`src/rtl/fir_pkg.sv`:
```
// ============================================================================
// Module   : fir_pkg
// Purpose  : Shared types and arithmetic helpers for the serial-MAC FIR.
// Revision : 1.0 - initial release
// ============================================================================
`default_nettype none

package fir_pkg;

  typedef enum logic [1:0] {
    IDLE = 2'd0,
    MAC  = 2'd1,
    OUT  = 2'd2
  } state_t;

  localparam int DEF_IN_W   = 15;
  localparam int DEF_COEF_W = 15;
  localparam int DEF_OUT_W  = 20;

  // Accumulator width that cannot overflow over TAPS full-precision products
  function automatic int acc_width(input int in_w, input int coef_w, input int taps);
    return in_w + coef_w + $clog2(taps);
  endfunction

  // Arithmetic right shift with round-half-up, then clip to a signed out_w range
  function automatic logic signed [63:0] sat_round(input logic signed [63:0] acc,
                                                   input int shift,
                                                   input int out_w);
    logic signed [63:0] r;
    logic signed [63:0] hi;
    logic signed [63:0] lo;
    if (shift > 0) r = (acc + (64'sd1 <<< (shift - 1))) >>> shift;
    else           r = acc;
    hi = (64'sd1 <<< (out_w - 1)) - 64'sd1;
    lo = -(64'sd1 <<< (out_w - 1));
    if (r > hi)      return hi;
    else if (r < lo) return lo;
    return r;
  endfunction

endpackage

`default_nettype wire

```
`src/rtl/fir_coef_rf.sv`:
```
// ============================================================================
// Module   : fir_coef_rf
// Purpose  : TAPS x COEF_W coefficient register file, one write port and one
//            combinational read port indexed by the current tap.
// Revision : 1.0 - initial release
// ============================================================================
`default_nettype none

module fir_coef_rf #(
  parameter int TAPS   = 11,
  parameter int COEF_W = 15,
  parameter int AW     = $clog2(TAPS)
) (
  input  logic                     clk,
  input  logic                     rst,
  input  logic                     we,
  input  logic [AW-1:0]            waddr,
  input  logic signed [COEF_W-1:0] wdata,
  input  logic [AW-1:0]            raddr,
  output logic signed [COEF_W-1:0] rdata
);

  localparam logic [AW:0] TAPS_X = (AW + 1)'(TAPS);

  logic signed [COEF_W-1:0] mem [TAPS];

  // Out-of-range addresses are silently ignored so no phantom entry exists
  always_ff @(posedge clk or posedge rst) begin
    if (rst) begin
      for (int i = 0; i < TAPS; i++) mem[i] <= '0;
    end else if (we && ({1'b0, waddr} < TAPS_X)) begin
      mem[waddr] <= wdata;
    end
  end

  assign rdata = mem[raddr];

endmodule

`default_nettype wire

```
`src/rtl/fir_serial_mac.sv`:
```
// ============================================================================
// Module   : fir_serial_mac
// Purpose  : Time-multiplexed single-multiplier FIR with valid/ready on both
//            sides, runtime-loadable taps and a rounded, saturated output.
// Revision : 1.0 - initial release
// ============================================================================
`default_nettype none

module fir_serial_mac
  import fir_pkg::*;
#(
  parameter  int IN_W   = DEF_IN_W,
  parameter  int COEF_W = DEF_COEF_W,
  parameter  int OUT_W  = DEF_OUT_W,
  parameter  int TAPS   = 11,
  parameter  int SHIFT  = 0,
  localparam int ACC_W  = acc_width(IN_W, COEF_W, TAPS),
  localparam int AW     = $clog2(TAPS)
) (
  input  logic                     clk,
  input  logic                     rst,
  input  logic                     in_valid,
  output logic                     in_ready,
  input  logic signed [IN_W-1:0]   in_data,
  output logic                     out_valid,
  input  logic                     out_ready,
  output logic signed [OUT_W-1:0]  out_data,
  input  logic                     coef_we,
  input  logic [AW-1:0]            coef_addr,
  input  logic signed [COEF_W-1:0] coef_data,
  output logic                     coef_ready
);

  localparam int            PROD_W = IN_W + COEF_W;
  localparam logic [AW-1:0] LAST   = AW'(TAPS - 1);
  localparam logic [AW-1:0] TAPS_M = AW'(TAPS);

  state_t                   state;
  logic signed [IN_W-1:0]   dline [TAPS];
  logic [AW-1:0]            wptr;
  logic [AW-1:0]            k;
  logic [AW-1:0]            rd_idx;
  logic signed [ACC_W-1:0]  acc;
  logic signed [ACC_W-1:0]  acc_next;
  logic signed [COEF_W-1:0] coef;
  logic signed [PROD_W-1:0] prod;
  logic                     coef_wr;

  // Both sides are only open while waiting for a sample
  assign in_ready   = (state == IDLE) && !rst;
  assign coef_ready = in_ready;
  assign coef_wr    = coef_we && coef_ready;

  fir_coef_rf #(
    .TAPS   (TAPS),
    .COEF_W (COEF_W),
    .AW     (AW)
  ) u_coef_rf (
    .clk    (clk),
    .rst    (rst),
    .we     (coef_wr),
    .waddr  (coef_addr),
    .wdata  (coef_data),
    .raddr  (k),
    .rdata  (coef)
  );

  // Tap k looks k samples back from the newest entry, wrapping modulo TAPS;
  // the modulo-2^AW add of TAPS is exact because the true index is < TAPS
  always_comb begin
    rd_idx = wptr - k;
    if (wptr < k) rd_idx = rd_idx + TAPS_M;
  end

  assign prod     = PROD_W'(dline[rd_idx]) * PROD_W'(coef);
  assign acc_next = acc + ACC_W'(prod);

  // Sample accept, per-tap accumulation and output handshake
  always_ff @(posedge clk or posedge rst) begin
    if (rst) begin
      state     <= IDLE;
      wptr      <= '0;
      k         <= '0;
      acc       <= '0;
      out_valid <= 1'b0;
      out_data  <= '0;
      for (int i = 0; i < TAPS; i++) dline[i] <= '0;
    end else begin
      case (state)
        IDLE: begin
          if (in_valid) begin
            dline[wptr] <= in_data;
            acc         <= '0;
            k           <= '0;
            state       <= MAC;
          end
        end
        MAC: begin
          acc <= acc_next;
          if (k == LAST) begin
            out_data  <= OUT_W'(sat_round(64'(acc_next), SHIFT, OUT_W));
            out_valid <= 1'b1;
            state     <= OUT;
          end else begin
            k <= k + AW'(1);
          end
        end
        OUT: begin
          if (out_ready) begin
            out_valid <= 1'b0;
            wptr      <= (wptr == LAST) ? '0 : wptr + AW'(1);
            state     <= IDLE;
          end
        end
        default: state <= IDLE;
      endcase
    end
  end

endmodule

`default_nettype wire

```
`config.mk`:
```
export PLATFORM = sky130hd
export DESIGN_NAME = fir_serial_mac
export DESIGN_NICKNAME = d
export VERILOG_FILES = /design/src/rtl/fir_pkg.sv /design/src/rtl/fir_coef_rf.sv /design/src/rtl/fir_serial_mac.sv
export SDC_FILE = /design/constraint.sdc
export NUM_CORES = 2
export LEC_CHECK = 0
export ABC_AREA = 1
export CORE_ASPECT_RATIO = 1.5
export CORE_MARGIN = 3
export CORE_UTILIZATION = 50
export CTS_CLUSTER_SIZE = 28
export DETAILED_ROUTE_END_ITERATION = 10
export PLACE_DENSITY = 0.66
export SLEW_MARGIN = 25
export SYNTH_ARGS = -nofsm -noshare
export SYNTH_HDL_FRONTEND = slang
export SYNTH_HIERARCHICAL = 1
export SYNTH_SLANG_ARGS = --single-unit
```
`constraint.sdc`:
```
create_clock -name clk -period 9.2 [get_ports clk]
set_clock_uncertainty 0.05 [all_clocks]
set_input_delay 1.84 -clock clk [delete_from_list [all_inputs] [get_ports clk]]
set_output_delay 1.84 -clock clk [all_outputs]
set_load 0.02 [all_outputs]
```
==> results.md <==
- Fraction of registers with async set/reset: 100%
- Tot GR Track Use: 26.9%
- Slowest CP cell: fa_2
- Final Hold Vio Count: 0
- Clk slew on worst S/H paths: 0.06 ns
- Post-synth top area cell: dfrtp_1
- Register area share after synthesis: 33.4%
- Synth Register Bits: 395
- Synth Instances: 3767
- FP Rows: 108
- Most frequent cells after synthesis: nand2_1 (962), inv_1 (643), o21ai_0 (436)
- Status: completed
- Fmax: 112 MHz
- Detailed-route DRC error count: 0
- Mapped Nets: 4180
- H-tree depth: 2
- Crit-path max cell delay: 0.61 ns
- Max_cap viols: 0
- CTS buffer count: 41
- Max-slew headroom: 37.0%
- Chip height: 304 um
- Share of the synthesized area in the top cell type: 33.4%
- Gp weighted congestion: 0.936
- Number of top-level pins: 62
- Synth Warn #: 6
- Min-delay worst type: reg -> reg
- Die width: 205 um
- CTS Sinks: 395
- Syn_area_per_cell: 7.85 um^2
- Synth Flop Type: dfrtp_1
- Initial antenna violation count: 0
- Crit path required time: 9.61 ns
- TritonRoute pass-1 iters: 5
- Maximum number of pins on one net before global-route repair: 91
- Synth area leaders: dfrtp_1 (33%), fa_1 (18%), nand2_1 (12%), inv_1 (8.2%), o21ai_0 (7.4%)
- TritonCTS clock tree: built
- CTS Hold Bufs: 0
- CP Launch Type: flip-flop
- Mapped cell area: 29600 um^2
- I/O Buffers: 61
- Drt wl/cell: 18.1 um
- Max FO, Critical Path: 6
- Starting Density: 50.8%
- Via density: 5.33
- Minimum clock period: 8.95 ns
- Share of cells above drive strength 1: 8.65%
- Final Setup Violations: 0
- Worst-Margin Slew: 0.944 ns
- Total gr overflow: 0
- Post-Layout Cell Count: 4595
- Netlist cell types: 44
- Core area: 58200 um^2
- Tcrit/Tclk final: 97.3%
- Crit path kind: reg -> reg
- CP Capture Type: flip-flop
- Die area: 62200 um^2
- Worst EP arrival: 9.36 ns
- Root Driver: clkbuf_16
- Global-route wire length before repair: 133 mm
- Clk buf depth: 3
- Count leader, synth: nand2_1
- Area grow syn2layout: 11.9%
- Clk Latency, worst-skew pair: 0.58 ns
- DR vias: 24510
- Final WL: 83.4 mm
- Post-synth EDFFs: 0
- Hpwl dp: 57.7 mm
- NumNets Final: 4212
- Slew Viols, Final: 0
- Placed Cells: 4492
- # diodes: 0
- Vias in the first global route: 24940
- DR iter-0 viols: 1989
- Antenna-violating nets left: 0
## final timing paths
kind,start,endpoint,slack (ns),cells after the start
worst max-delay path,wptr[0],out_data[18],0.25,39
worst min-delay path,dline[136],dline[136],0.43,2
worst max register to register,wptr[0],out_data[18],0.25,39
worst min register to register,dline[136],dline[136],0.43,2
max in group asynchronous,rst,dline[121],5.00,4
min in group asynchronous,rst,dline[156],2.05,2
## repair_timing
action	in CTS	in global routing
setup buffers	0	25
setup endpoints to repair	0	21
gates resized for setup	0	94
hold endpoints to repair	0	0
## flip-flops by register name, indices dropped and copies added, names as in the netlist
| register | flops |
|---|---|
| dline | 165 |
| u_coef_rf/mem | 165 |
| acc | 34 |
| out_data | 20 |
| k | 4 |
| wptr | 4 |
| state | 2 |
| out_valid | 1 |
## placed cells by master (no fill, tap or decap), types with 61 or more instances in the layout
master           count
nor2_1             270
dfrtp_1            392
ha_1                92
nand2_1            949
nand3_1            263
clkdlybuf4s50_1     61
o21ai_0            436
inv_1              637
buf_4               99
fa_1               263
## critical path, delay by kind of cell, from the launching register on
kind / cells / cell delay, ns
XOR/XNOR: 1 / 0.26
AND/OR/NAND/NOR: 15 / 2.11
flip-flops: 1 / 0.41
AO/OA/AOI/OAI: 2 / 0.32
adder cells (fa/ha/maj): 10 / 4.41
buffers and inverters: 11 / 1.25
## per-layer routing
metal  global-route usage [%]  part of all wire, %
met3                     3.67                  6.2
met2                     46.5                   50
met1                     33.9                   39
met4                     11.3                  4.8
met5                        0                    0
## through the flow
stage / hold slack (ns) / cell area (um^2) / TNS [ns] / setup slack, ns / utilization (%)
final: 0.428 / 33100 / 0 / 0.247 / 56.8
after global routing: 0.452 / 33100 / -1.33 / -0.0971 / 56.8
after CTS: 0.432 / 32300 / 0 / 0.157 / 55.5
after detailed placement: 0.418 / 31000 / 0 / 0.191 / 53.2
after global placement: 0.411 / 31000 / 0 / 0.263 / 53.2
after floorplan: 0.398 / 29600 / 0 / 0.936 / -
## layout make-up
cell class,instances,area (um^2)
clock buffer,55,1180
clock inverter,14,161
fill,5489,25100
inverter,663,2520
multi-input combinational,2522,16700
sequential,395,9890
tap,770,963
timing repair buffer,176,1660
## logic make-up after synthesis
group / count (synthesis) / synth area share [%]
and+or+nand+nor: 1566 / 21.5
xor gates and xnor gates: 31 / 0.994
buffers and inverters: 854 / 11.4
AOI/OAI and AO/OA: 547 / 10.1
adders and majority gates: 374 / 22.6
DFF: 395 / 33.4
Power is left out: the tool's default activity adds up to more than one toggle a clock period on the data nets, which glitch-free logic cannot reach.
